<file path="config.mk">
export PLATFORM = sky130hd
export DESIGN_NAME = adder_tree_pipe
export DESIGN_NICKNAME = d
export VERILOG_FILES = /design/src/rtl/adder_tree_pkg.sv /design/src/rtl/adder_tree_level.sv /design/src/rtl/adder_tree_pipe.sv
export SDC_FILE = /design/constraint.sdc
export NUM_CORES = 1
export LEC_CHECK = 0
export CORE_MARGIN = 4
export CORE_UTILIZATION = 55
export CTS_BUF_LIST = sky130_fd_sc_hd__clkbuf_4 sky130_fd_sc_hd__clkbuf_8 sky130_fd_sc_hd__clkbuf_16
export CTS_CLUSTER_SIZE = 24
export DETAILED_ROUTE_END_ITERATION = 6
export PLACE_DENSITY = 0.75
export SETUP_SLACK_MARGIN = 0.02
export SYNTH_ARGS = -nofsm -noshare
export SYNTH_HDL_FRONTEND = slang
export SYNTH_SLANG_ARGS = --single-unit
</file>
<file path="constraint.sdc">
create_clock -name clk -period 4.3 [get_ports clk]
set_input_delay 0.43 -clock clk [delete_from_list [all_inputs] [get_ports clk]]
set_output_delay 0.43 -clock clk [all_outputs]
set_load 0.05 [all_outputs]
</file>
<file path="src/rtl/adder_tree_pkg.sv">
// Shared helpers for the pipelined adder tree: width math and parameter legality.
// Latency: n/a (elaboration-time functions only).
// Backpressure: n/a.
package adder_tree_pkg;

  // Ceiling log2 for elaboration-time sizing; clog2(1) = 0.
  function automatic int clog2(input int value);
    int r;
    r = 0;
    for (int i = 0; i < 31; i++) begin
      if ((1 << i) < value) r = i + 1;
    end
    return r;
  endfunction

  // Full-precision result width: one extra bit per tree level.
  function automatic int out_width(input int num_in, input int in_w);
    return in_w + clog2(num_in);
  endfunction

  // The tree pairs lanes at every level, so the lane count must halve cleanly to 1.
  function automatic bit num_in_valid(input int num_in);
    return (num_in >= 2) && ((num_in & (num_in - 1)) == 0);
  endfunction

endpackage

</file>
<file path="src/rtl/adder_tree_level.sv">
// One registered adder-tree level: sums adjacent lane pairs into lanes one bit wider.
// Latency: 1 cycle from in_dat to out_dat.
// Backpressure: holds out_dat whenever en is low; en is the pipeline-wide advance.
module adder_tree_level
  import adder_tree_pkg::*;
#(
  parameter int PAIRS  = 4,
  parameter int W      = 8,
  parameter int SIGNED = 0
) (
  input  logic                     clk,
  input  logic                     rst_n,
  input  logic                     en,
  input  logic [2*PAIRS*W-1:0]     in_dat,
  output logic [PAIRS*(W+1)-1:0]   out_dat
);

  logic [PAIRS*(W+1)-1:0] sum_nxt;

  // Per-pair extend-then-add; the extra bit makes the add exact for both signednesses.
  for (genvar p = 0; p < PAIRS; p++) begin : g_pair
    logic [W-1:0] lane_a;
    logic [W-1:0] lane_b;
    logic [W:0]   ext_a;
    logic [W:0]   ext_b;

    assign lane_a = in_dat[(2*p)*W +: W];
    assign lane_b = in_dat[(2*p+1)*W +: W];
    assign ext_a  = (SIGNED != 0) ? {lane_a[W-1], lane_a} : {1'b0, lane_a};
    assign ext_b  = (SIGNED != 0) ? {lane_b[W-1], lane_b} : {1'b0, lane_b};
    assign sum_nxt[p*(W+1) +: W+1] = ext_a + ext_b;
  end

  // Register the pair sums; hold while the pipeline is stalled.
  always_ff @(posedge clk) begin
    if (!rst_n) begin
      out_dat <= '0;
    end else if (en) begin
      out_dat <= sum_nxt;
    end
  end

endmodule

</file>
<file path="src/rtl/adder_tree_pipe.sv">
// Pipelined NUM_IN-lane adder tree with tag sideband and valid/ready handshake.
// Latency: LEVELS+1 cycles from accept to valid_output when unstalled; 1 sum/cycle.
// Backpressure: a held result (valid_output & ~ready_output) freezes every stage and drops ready_input.
module adder_tree_pipe
  import adder_tree_pkg::*;
#(
  parameter int NUM_IN = 8,
  parameter int IN_W   = 8,
  parameter int SIGNED = 0,
  parameter int TAG_W  = 4
) (
  input  logic                                  clk,
  input  logic                                  rst_n,
  input  logic                                  valid_input,
  output logic                                  ready_input,
  input  logic [NUM_IN*IN_W-1:0]                data_input,
  input  logic [TAG_W-1:0]                      tag_input,
  output logic                                  valid_output,
  input  logic                                  ready_output,
  output logic [out_width(NUM_IN, IN_W)-1:0]    result,
  output logic [TAG_W-1:0]                      tag_output
);

  localparam int LEVELS = clog2(NUM_IN);
  localparam int OUT_W  = out_width(NUM_IN, IN_W);

  // Reject lane counts the pairwise tree cannot reduce to a single sum.
  if (!num_in_valid(NUM_IN)) begin : g_bad_num_in
    $fatal(1, "adder_tree_pipe: NUM_IN must be a power of two and at least 2");
  end

  logic                         stall;
  logic                         en;
  logic [NUM_IN*IN_W-1:0]       s0_dat;
  logic [LEVELS:0]              vld_q;
  logic [LEVELS:0][TAG_W-1:0]   tag_q;

  // The whole pipe moves as one: only a result the consumer refuses can block it,
  // so bubbles never stall and are never squeezed out.
  assign stall       = valid_output & ~ready_output;
  assign en          = ~stall;
  assign ready_input = ~stall;

  // Stage 0: capture the raw lanes.
  always_ff @(posedge clk) begin
    if (!rst_n) begin
      s0_dat <= '0;
    end else if (en) begin
      s0_dat <= data_input;
    end
  end

  // Valid and tag shift chain, kept in lockstep with the data stages (index 0 = stage 0).
  always_ff @(posedge clk) begin
    if (!rst_n) begin
      vld_q <= '0;
      tag_q <= '0;
    end else if (en) begin
      vld_q <= {vld_q[LEVELS-1:0], valid_input & ready_input};
      tag_q <= {tag_q[LEVELS-1:0], tag_input};
    end
  end

  // Reduction levels: level l turns NUM_IN>>l lanes of IN_W+l bits into half as many, one bit wider.
  for (genvar l = 0; l < LEVELS; l++) begin : g_lvl
    localparam int PAIRS = NUM_IN >> (l + 1);
    localparam int W     = IN_W + l;

    logic [PAIRS*(W+1)-1:0] lvl_dat;

    if (l == 0) begin : g_first
      adder_tree_level #(
        .PAIRS  (PAIRS),
        .W      (W),
        .SIGNED (SIGNED)
      ) u_level (
        .clk     (clk),
        .rst_n   (rst_n),
        .en      (en),
        .in_dat  (s0_dat),
        .out_dat (lvl_dat)
      );
    end else begin : g_next
      adder_tree_level #(
        .PAIRS  (PAIRS),
        .W      (W),
        .SIGNED (SIGNED)
      ) u_level (
        .clk     (clk),
        .rst_n   (rst_n),
        .en      (en),
        .in_dat  (g_lvl[l-1].lvl_dat),
        .out_dat (lvl_dat)
      );
    end
  end

  // Outputs come straight from the last stage registers.
  assign result       = g_lvl[LEVELS-1].lvl_dat[OUT_W-1:0];
  assign valid_output = vld_q[LEVELS];
  assign tag_output   = tag_q[LEVELS];

endmodule
</file>
## Yosys cells after proc, flatten, opt, wreduce, memory -nomap -nowiden

Index checks and enable logic that the tools add are counted.

- Multipliers: 0
- Add/sub/neg operators: 7
- Equal/unequal tests: 0
- Div/mod/pow operators: 0
- Reductions and logical operators: 0
- Bitwise operators: 4
- Shift operators: 0
- Order comparisons: 0
- Mux-type cells: 0

Operators with widths:

| operator | number |
|---|---|
| adder 8 x 8 -> 9 bit | 4 |
| adder 9 x 9 -> 10 bit | 2 |
| adder 10 x 10 -> 11 bit | 1 |
| bitwise AND 1 bit | 2 |
| inverter 1 bit | 2 |

- Bits in registers: 151
- Latch bits: 0
- Memory bits (read-only): 0
- Bits in writable memories: 0
- Logic and storage cells: 20
- Output and inout bits: 17
- Memories kept: 0
- Bits of input ports: 72

## Longest topological paths before layout

Gate-level depths: netlist (run 1).

- Depth after elaboration: 4
- Gate-level depth with buffers: 8
- Gate-level depth less buffers: 8

## Hierarchy

A second synthesis (run 1) with hierarchy kept.

- Cells, all modules: 948
- Area total of the unflattened synthesis: 8659.6 um^2

By module, submodules not included:

| module | instances | seq. area each (um^2) | cells each | area each (um^2) |
|---|---|---|---|---|
| adder_tree_pipe | 1 | 1681.6 | 352 | 3443.3 |
| adder_tree_level at g_lvl[0].g_first.u_level | 1 | 720.7 | 310 | 2793.9 |
| adder_tree_level at g_lvl[1].g_next.u_level | 1 | 400.4 | 188 | 1571.5 |
| adder_tree_level at g_lvl[2].g_next.u_level | 1 | 220.2 | 98 | 850.8 |

## Worst setup path before layout (run 1)

Ideal clock, no wire load.

- Path type: flip-flop to flip-flop
- Start point: register s0_dat[32]
- End point: register g_lvl[0].g_first.u_level.out_dat[26]
- Buffers on the path: 0
- Data required time: 4.160 ns
- Library setup time: 0.140 ns
- Cell stages (with the launch flop): 8
- Slack: 2.459 ns
- Period minus slack after synthesis: 1.841 ns
- Data arrival time: 1.701 ns
- Cell sequence: dfxtp_1 ha_1 fa_1 a211oi_1 o21bai_1 a21oi_1 nand3b_1 a31oi_1

- Word-level cells in the longest chain between the ends: 1

Ends and longest elaborated chain:

| item | RTL line | text |
|---|---|---|
| start, declared | adder_tree_pipe.sv:34 | `logic [NUM_IN*IN_W-1:0] s0_dat;` |
| start signal, assigned | adder_tree_pipe.sv:49 | `s0_dat <= data_input;` |
| adder 8 x 8 -> 9 bit | adder_tree_level.sv:31 | `assign sum_nxt[p*(W+1) +: W+1] = ext_a + ext_b;` |
| end signal, assigned | adder_tree_level.sv:39 | `out_dat <= sum_nxt;` |
| end, declared | adder_tree_level.sv:15 | `output logic [PAIRS*(W+1)-1:0] out_dat` |

Every way passes these cells.
A chain may end at the register's enable or synchronous reset.

## Final worst setup path (run 1)

- Start point: input ready_output
- End point: output ready_input

- Word-level cells in the longest chain between the ends: 3

Ends and longest elaborated chain:

| item | RTL line | text |
|---|---|---|
| start, declared | adder_tree_pipe.sv:19 | `input logic ready_output,` |
| inverter 1 bit | adder_tree_pipe.sv:40 | `assign stall = valid_output & ~ready_output;` |
| bitwise AND 1 bit | adder_tree_pipe.sv:40 |  |
| inverter 1 bit | adder_tree_pipe.sv:42 | `assign ready_input = ~stall;` |
| end, declared | adder_tree_pipe.sv:15 | `output logic ready_input,` |

Every way passes these cells.

==> run metrics, run 1 <==
status complete, no violations; drt first pass iters 5; vias in the first global route 6030; Synth Cell Area 7649 µm²; Gate Count Post-Synth 940; Slew Limit Headroom between 30% and 40%; # IOs 89; Post-synth top cells 213 x nand2_1, 151 x dfxtp_1, 133 x a21oi_1; Worst EP arrival around 2.4 ns; antenna violations before repair 0; DIE AREA 15860 µm²; GRT Total Usage 20.71%; largest fanout on the critical path 68; nature of the critical path endpoint output port; Hold WS roughly 0.45 ns; crit path launch type primary input; area occupied by multi-input gates between 4000 and 5000 µm²; clock buffer count from CTS 17; Pwr Total 3.746 mW; Ant. Diodes 0; Final Cycle Share 66.79%; via count 6580; post-synth top area cell dfxtp_1; Power Dens Cells 410.4 nW/µm²; final hold vios 0; clk sink count 151; layout cells sized above 1 ~4.6%; hold buffers post-CTS 0; largest net degree at the start of global routing 95; Period minus WS final 2.872 ns; Lkg Pwr 3.843 nW; clock buffer depth 2; # Post-CTS Setup Buffers 0; Die X approximately 130 µm; register area share after synthesis between 30% and 40%; fillers 1140; CP Class in2out; maxcap violations 0; RSZ-0062 raised after global routing false; total grt overflow 0; CTS tree done; Max Slew Vio Count 0; top cells by area, synth dfxtp_1 40%, nand2_1 10%, ha_1 9.8%; number of flops mapped to enable cells by yosys 0; Yosys cell types 49; Post-Syn Area per Cell 8.137 µm²; CTS Root Cell clkbuf_16; Yosys top cell area share 39.52%; post_cts resized 0; Seq cells post-synth 151; Register Area a little over 3000 µm²; core area 13450 µm²; Setup Total Neg Slack 0 ns; Tightest Hold Check Type reg2reg; Ys Warns 0; Die H 125.9 µm; IO buf count between 80 and 90; Post-Route Utilization 67.85%; count leader, synth nand2_1; DP Wirelength 10.69 mm; Fmax achieved between 300 and 400 MHz; Layout area overhead 19.34%; Final nets 1130; clock skew around 0.006 ns; Worst EP required 3.87 ns; IR drop worst, VDD between 0.2 and 0.3 mV; wire per inst 13.83 µm; Post-Syn Nets 1079; first-pass GRT wire length 27.74 mm; Post-synth top flop dfxtp_1; # DRC 0; Routed Antenna Nets 0; # setup viols final 0; Initial Util 56.85%; Post-synth ARST share 0%; clock edge transition at the registers on the reported setup and hold paths approximately 0.06 ns; row count 42; post-DR vias/cell 5.586; Worst-Skew Late Latency 0.42 ns; worst-margin pin slew approximately 0.91 ns; GP Congestion 0.8296; final WL 16.30 mm; drt initial violations approximately 420; H-tree Lvls 4
per-stage QoR:
step,setup slack [ns],instances,cell area (µm²)
detailed placement,1.267,1148,8509
global route,1.356,1178,9128
finish,1.428,1178,9128
CTS,1.426,1178,9128
global placement,1.319,1148,8509
floorplan,2.459,940,7649
layout make-up:
class,count,share of cell area [%]
multi-input combinational,715,47.06
sequential,151,33.12
timing repair buffer,94,10.09
clock buffer,18,4.812
tap,176,2.413
clock inverter,12,1.960
inverter,12,0.5483
layout by cell type (no fill, tap or decap), types with 13 or more instances in the layout:
master / n
nand2_1: 213
dfxtp_1: 151
a21oi_1: 133
clkdlybuf4s50_1: 87
ha_1: 60
nor2_1: 40
nand3_1: 32
o21ai_0: 27
a211oi_1: 25
o21ai_1: 19
o211ai_1: 17
clkbuf_16: 17
nand4_1: 15
or3_1: 13
cells by family after synthesis:
family          share of synthesized area, %
simple gates                           21.20
compound gates                         21.12
flops                                  39.52
buf+inv                                4.417
fa+ha+maj                              11.65
mux                                    1.178
xor+xnor                              0.9160
power by group:
| group | internal [mW] | switching, mW | leakage [nW] |
|---|---|---|---|
| clock | 0.979 | 0.581 | 0.294 |
| sequential | 1.51 | 0.0689 | 1.25 |
| combinational | 0.285 | 0.326 | 2.30 |
registers in the layout (all words and copies together), names as in the netlist:
name                           count
g_lvl.g_first.u_level.out_dat     36
s0_dat                            64
tag_output                         4
vld_q                              4
tag_q                             12
g_lvl.g_next.u_level.out_dat      31
worst paths after layout:
check	start	cells after the start	end	slack, ns
worst max-delay path	ready_output	4	ready_input	1.43
worst min-delay path	tag_output[1]	2	tag_output[1]	0.45
worst max register to register	vld_q[3]	6	g_lvl[1].g_next.u_level.out_dat[18]	1.82
worst min register to register	tag_output[1]	2	tag_output[1]	0.45
metal layers:
layer	wire length [µm]	share of wire (%)	track usage (%)
met5	0	0	0
met4	177	1.1	5.994
met3	674	4.1	3.810
met2	7341	45	32.46
met1	8103	50	29.34
worst max-delay path, stage by stage:
cell             delay [ns]
clkdlybuf4s50_1        0.50
nor2b_4                0.06
inv_4                  0.48
clkdlybuf4s50_1        0.93
Power figures use the tool's default switching activity.
==> inputs of run 2 (changes only) <==
--- a/config.mk
+++ b/config.mk
@@ -6,11 +6,11 @@
 export NUM_CORES = 1
 export LEC_CHECK = 0
 export CORE_MARGIN = 4
-export CORE_UTILIZATION = 55
+export CORE_UTILIZATION = 51
 export CTS_BUF_LIST = sky130_fd_sc_hd__clkbuf_4 sky130_fd_sc_hd__clkbuf_8 sky130_fd_sc_hd__clkbuf_16
 export CTS_CLUSTER_SIZE = 24
 export DETAILED_ROUTE_END_ITERATION = 6
-export PLACE_DENSITY = 0.75
+export PLACE_DENSITY = 0.73
 export SETUP_SLACK_MARGIN = 0.02
 export SYNTH_ARGS = -nofsm -noshare
 export SYNTH_HDL_FRONTEND = slang
==> constraint.sdc (replaced) <==
create_clock -name clk -period 2.3 [get_ports clk]
set_input_delay 0.23 -clock clk [delete_from_list [all_inputs] [get_ports clk]]
set_output_delay 0.23 -clock clk [all_outputs]
set_load 0.05 [all_outputs]
==> run metrics, run 2 (same netlist as run 1, synthesis figures left out) <==
CP bufs+invs 0 (-3); Final Cycle Share 88.91%; Routed Antenna Nets 0 (unchanged); Layout area overhead 20.82%; combinational power share 16.6% (+0.3 points); Max Slew Vio Count 0 (unchanged); DIE AREA 17020 µm² (+7.3%); worst stage delay on the critical path 0.45 ns (-0.48 ns); most common cell after layout, fill and taps aside nand2_1; R2R setup slack 0.26 ns (-1.56 ns); Worst EP required 2.59 ns (-1.28 ns); wire per inst 13.88 µm (+0.34%); Worst EP arrival 2.33 ns (-0.11 ns); post_cts resized 0 (unchanged); Flop pwr share 42.0% (about the same); hold buffers post-CTS 0 (unchanged); clock edge transition at the registers on the reported setup and hold paths 0.06 ns (about the same); # DRC 0 (unchanged); CTS Root Cell clkbuf_16; # setup viols final 0 (unchanged); Net Sw Frac 27.22% (+1.2 points); IR drop worst, VDD 0.6027 mV (+110%); clock buffer depth 2 (unchanged); Power Dens Cells 757.1 nW/µm² (+84%); layout cells sized above 1 5.632% (+1.0 points); Clk pwr share 41.4% (-0.2 points); # IOs 89 (unchanged); Int Pwr 5.092 mW (+84%); # Post-CTS Setup Buffers 0 (unchanged); Lkg Pwr 3.903 nW (+1.6%); Tightest Hold Check Type in2reg; most frequent cells in the layout 213 x nand2_1, 151 x dfxtp_1, 133 x a21oi_1; crit-path cells ha_1 -> fa_1 -> a211oi_1 -> o21bai_1 -> a21oi_1 -> nand3b_1 -> a31oi_1; largest fanout on the critical path 3 (-96%); NetSw 1.904 mW (+95%); Ant. Diodes 0 (unchanged); status complete, no violations; crit path launch type register; Period minus WS final 2.045 ns; maxcap violations 0 (unchanged); Initial Util 52.43% (-4.4 points); CP top delay family compound AO/OA/AOI/OAI gates; CTS tree done; largest net degree at the start of global routing 97 (+2.1%); final hold vios 0 (unchanged); clock skew 0.01108 ns (+0.005080 ns); antenna violations before repair 0 (unchanged); IO buf count 88 (unchanged); Die X 130.5 µm (+3.6%); CP Class reg2reg; worst-margin pin slew 0.5123 ns (-0.3968 ns); Post-Route Utilization 63.34% (-4.5 points); Biggest register s0_dat; Slew Limit Headroom 65.84% (+26 points); core area 14590 µm² (+8.4%); DP Wirelength 11.49 mm (+7.4%); RSZ-0062 raised after global routing false; vias in the first global route 6117 (+1.4%); H-tree Lvls 4 (unchanged); nature of the critical path endpoint register; fillers 1318 (+16%); final WL 16.60 mm (+1.9%); row count 44 (+4.8%); post-DR vias/cell 5.532 (-0.97%); Final nets 1138 (+0.71%); max reg flops 64 (unchanged); setup ws final 0.2551 ns (-1.173 ns); GP Congestion 0.8220 (-0.92%); clock buffer count from CTS 17 (unchanged); first-pass GRT wire length 28.29 mm (+2.0%); Crit-path slowest cell fa_1; Setup Total Neg Slack 0 ns (unchanged); total grt overflow 0 (unchanged); Die H 130.5 µm (+3.6%); Largest regs s0_dat x64, g_lvl.g_first.u_level.out_dat x36, g_lvl.g_next.u_level.out_dat x31; drt initial violations 384 (-9.4%); GRT Total Usage 20.23% (-0.48 points); via count 6616 (+0.55%); DP Worst Slack 0.3112 ns (-0.9553 ns); Worst-Skew Late Latency 0.43 ns (about the same); drt first pass iters 5 (unchanged); clk sink count 151 (unchanged); Fmax achieved 489.0 MHz
## run 2: changes by cell type in the layout (fill, tap and decap cells not counted), sizes merged
cell / previous run / this run
bufinv: 4 / 3
inv: 12 / 19
buf: 7 / 16
clkinvlp: 3 / 1
clkdlybuf4s50: 87 / 86
clkbuf: 18 / 17
clkinv: 5 / 4
## run 2: path summary, 6_finish.rpt
kind                                      start                             endpoint  cells after the start
max reg2reg                           s0_dat[0]  g_lvl[0].g_first.u_level.out_dat[8]                      7
min                                       rst_n   g_lvl[2].g_next.u_level.out_dat[3]                      3
max                                   s0_dat[0]  g_lvl[0].g_first.u_level.out_dat[8]                      7
min reg2reg  g_lvl[2].g_next.u_level.out_dat[2]   g_lvl[2].g_next.u_level.out_dat[2]                      2
## run 2: through the flow
step	instance area, µm²	hold WS [ns]	std cells	total power [mW]
final	9241	0.2413	1196	6.997
after global routing	9241	0.2634	1196	7.328
after CTS	9241	0.2391	1196	7.044
after detailed placement	8627	0.4441	1164	4.150
after global placement	8627	0.4399	1164	4.129
after floorplan	7649	0.3705	940	3.781
## run 2: per-layer routing
| layer | track usage (%) | vias up | wire (µm) |
|---|---|---|---|
| met3 | 4.187 | 16 | 500 |
| met5 | 0 | - | 0 |
| met2 | 31.17 | 89 | 7574 |
| met4 | 5.687 | 0 | 191 |
| met1 | 28.91 | 3055 | 8337 |
| li1 | - | 3456 | - |
## run 2: power by group through the flow
stage,combinational [mW],clock [mW],sequential [mW]
floorplan,0.729,0,3.05
global placement,1.14,0,2.99
global route,1.31,3.06,2.96
detailed placement,1.15,0,3.00
finish,1.16,2.90,2.94
CTS,1.16,2.94,2.94
## run 2: layout make-up
cell class,instances,area [µm²],share of cell area [%]
Timing Repair Buffer,102,1028,11.13
Clock buffer,17,425.4,4.603
Tap cell,184,230.2,2.491
Clock inverter,15,188.9,2.044
Sequential cell,151,3023,32.71
Inverter,12,50.05,0.5416
Multi-Input combinational cell,715,4295,46.48
## run 2: worst reg2reg max path: cells and delay by family, from the launching register on
kind            cells  cell delay, ns
compound gates      4            0.78
fa+ha+maj           2            0.69
flops               1            0.31
simple gates        1            0.14
==> inputs of run 3 (changes only) <==
--- a/config.mk
+++ b/config.mk
@@ -5,10 +5,9 @@
 export SDC_FILE = /design/constraint.sdc
 export NUM_CORES = 1
 export LEC_CHECK = 0
-export CORE_MARGIN = 4
+export CORE_MARGIN = 3
 export CORE_UTILIZATION = 51
 export CTS_BUF_LIST = sky130_fd_sc_hd__clkbuf_4 sky130_fd_sc_hd__clkbuf_8 sky130_fd_sc_hd__clkbuf_16
-export CTS_CLUSTER_SIZE = 24
 export DETAILED_ROUTE_END_ITERATION = 6
 export PLACE_DENSITY = 0.73
 export SETUP_SLACK_MARGIN = 0.02
==> run metrics, run 3 (same netlist as run 1, synthesis figures left out) <==
clock buffer count from CTS 17 (unchanged); Worst R2R End g_lvl[0].g_first.u_level.out_dat[33]; CP Class reg2reg; IR drop worst, VDD 0.5893 mV (-2.2%); hold buffers post-CTS 0 (unchanged); Reg2Reg Depth 7 (unchanged); CTS tree done; Setup Total Neg Slack 0 ns (unchanged); largest fanout on the critical path 3 (unchanged); CP bufs+invs 0 (unchanged); core area 14590 µm² (unchanged); most frequent cells in the layout 213 x nand2_1, 151 x dfxtp_1, 133 x a21oi_1; nature of the critical path endpoint register; Register Area 3023 µm² (unchanged); Int Pwr 5.168 mW (+1.5%); setup ws final 0.2864 ns (+0.03123 ns); crit path launch type register; worst-margin pin slew 0.5079 ns (-0.004492 ns); CP top delay family compound AO/OA/AOI/OAI gates; via count 6590 (-0.39%); Lkg Pwr 3.916 nW (+0.32%); Worst EP required 2.64 ns (+0.05 ns); clock edge transition at the registers on the reported setup and hold paths 0.06 ns (about the same); layout cells sized above 1 5.632% (unchanged); # setup viols final 0 (unchanged); H-tree Lvls 4 (unchanged); status complete, no violations; Initial Util 52.43% (unchanged); Hold WS 0.2327 ns (-0.008637 ns); Slew Limit Headroom 66.04% (+0.19 points); Flop pwr share 42.1% (about the same); GRT Total Usage 20.67% (+0.44 points); crit-path cells ha_1 -> fa_1 -> a211oi_1 -> o21bai_1 -> a21oi_1 -> nand4_1 -> o211ai_1; most common cell after layout, fill and taps aside nand2_1; Biggest register s0_dat; area occupied by multi-input gates 4295 µm² (unchanged); Net Sw Frac 26.02% (-1.2 points); IO buf count 88 (unchanged); Crit. path cell count 7 (unchanged); Crit-path slowest cell fa_1; Period minus WS final 2.014 ns (-0.03123 ns); # Post-CTS Setup Buffers 0 (unchanged); CTS Root Cell clkbuf_16; Worst EP arrival 2.35 ns (+0.02 ns); RSZ-0062 raised after global routing false; largest net degree at the start of global routing 98 (+1.0%); NetSw 1.817 mW (-4.6%); clock buffer depth 2 (unchanged); Max Slew Vio Count 0 (unchanged); DP Worst Slack 0.3052 ns (-0.006010 ns); Worst setup endpoint g_lvl[0].g_first.u_level.out_dat[33]; clock skew 0.007212 ns (-0.003869 ns); post-DR vias/cell 5.510 (-0.39%); Ant. Diodes 0 (unchanged); Clk pwr share 41.2% (-0.2 points); DIE AREA 16500 µm² (-3.0%); first-pass GRT wire length 28.38 mm (+0.31%); Power Dens Cells 753.8 nW/µm² (-0.45%); Die X 128.5 µm (-1.5%); maxcap violations 0 (unchanged); Fmax achieved 496.6 MHz (+1.6%); Min-Delay Startpoint rst_n; row count 44 (unchanged); post_cts resized 0 (unchanged); Die H 128.5 µm (-1.5%); Worst-Skew Late Latency 0.42 ns (about the same); drt first pass iters 4 (-1); DP Wirelength 11.36 mm (-1.1%); r2r startpoint s0_dat[48]; Tightest Hold Check Type in2reg; Final nets 1139 (+0.088%); GP Congestion 0.8316 (+1.2%); # DRC 0 (unchanged); R2R setup slack 0.29 ns (+0.03 ns); final hold vios 0 (unchanged); Largest regs s0_dat x64, g_lvl.g_first.u_level.out_dat x36, g_lvl.g_next.u_level.out_dat x31; antenna violations before repair 0 (unchanged); clk sink count 151 (unchanged); Pwr Total 6.986 mW (-0.16%); final WL 16.33 mm (-1.6%); fillers 1298 (-1.5%); worst stage delay on the critical path 0.44 ns (about the same); drt initial violations 423 (+10%); vias in the first global route 6051 (-1.1%); Final Cycle Share 87.55% (-1.4 points); wire per inst 13.66 µm (-1.6%); # IOs 89 (unchanged); max reg flops 64 (unchanged); Routed Antenna Nets 0 (unchanged); combinational power share 16.6% (about the same); Layout area overhead 21.17%; CP startpoint s0_dat[48]; total grt overflow 0 (unchanged)
run 3: cell types whose count changed in the layout (fill, tap and decap cells not counted), sizes merged:
cell | previous run | this run
clkbuf | 17 | 21
buf | 16 | 17
inv | 19 | 12
clkinv | 4 | 6
run 3: tightest hold or removal path: cells and delay by family:
| kind | cells | cell delay [ns] |
|---|---|---|
| buffers and inverters | 2 | 0.25 |
| and+or+nand+nor | 1 | 0.12 |
run 3: stage by stage:
stage | util [%] | cells | cell area (µm²)
after detailed placement | 59.27 | 1165 | 8647
after CTS | 63.52 | 1196 | 9268
final | 63.52 | 1196 | 9268
after global routing | 63.52 | 1196 | 9268
after floorplan | - | 940 | 7649
after global placement | 59.27 | 1165 | 8647
run 3: layout make-up:
type	count	area share (%)
multi-input combinational	715	46.35
sequential	151	32.62
timing repair buffer	103	11.31
clock buffer	21	5.117
tap	184	2.484
clock inverter	10	1.580
inverter	12	0.5400
run 3: power by group through the flow:
stage                     clock (mW)  combinational, mW  sequential (mW)
after floorplan                    0              0.729             3.05
after global placement             0               1.14             2.99
after detailed placement           0               1.15             3.00
after CTS                       2.94               1.17             2.94
after global routing            3.05               1.30             2.97
final                           2.88               1.16             2.94
run 3: worst min path at each step:
| stage | slack, ns | depth (start not counted) | to |
|---|---|---|---|
| after global placement | 0.44 | 2 | vld_q[1] |
| final | 0.23 | 3 | g_lvl[2].g_next.u_level.out_dat[3] |
| after global routing | 0.24 | 3 | g_lvl[1].g_next.u_level.out_dat[14] |
| after floorplan | 0.37 | 2 | s0_dat[0] |
| after detailed placement | 0.44 | 2 | tag_q[7] |
| after CTS | 0.22 | 3 | g_lvl[2].g_next.u_level.out_dat[4] |
run 3: layer usage:
| layer | wire length (µm) | GRT usage, % |
|---|---|---|
| met2 | 7481 | 31.93 |
| met4 | 76 | 6.492 |
| met5 | 0 | 0 |
| met1 | 8250 | 29.32 |
| met3 | 523 | 3.902 |
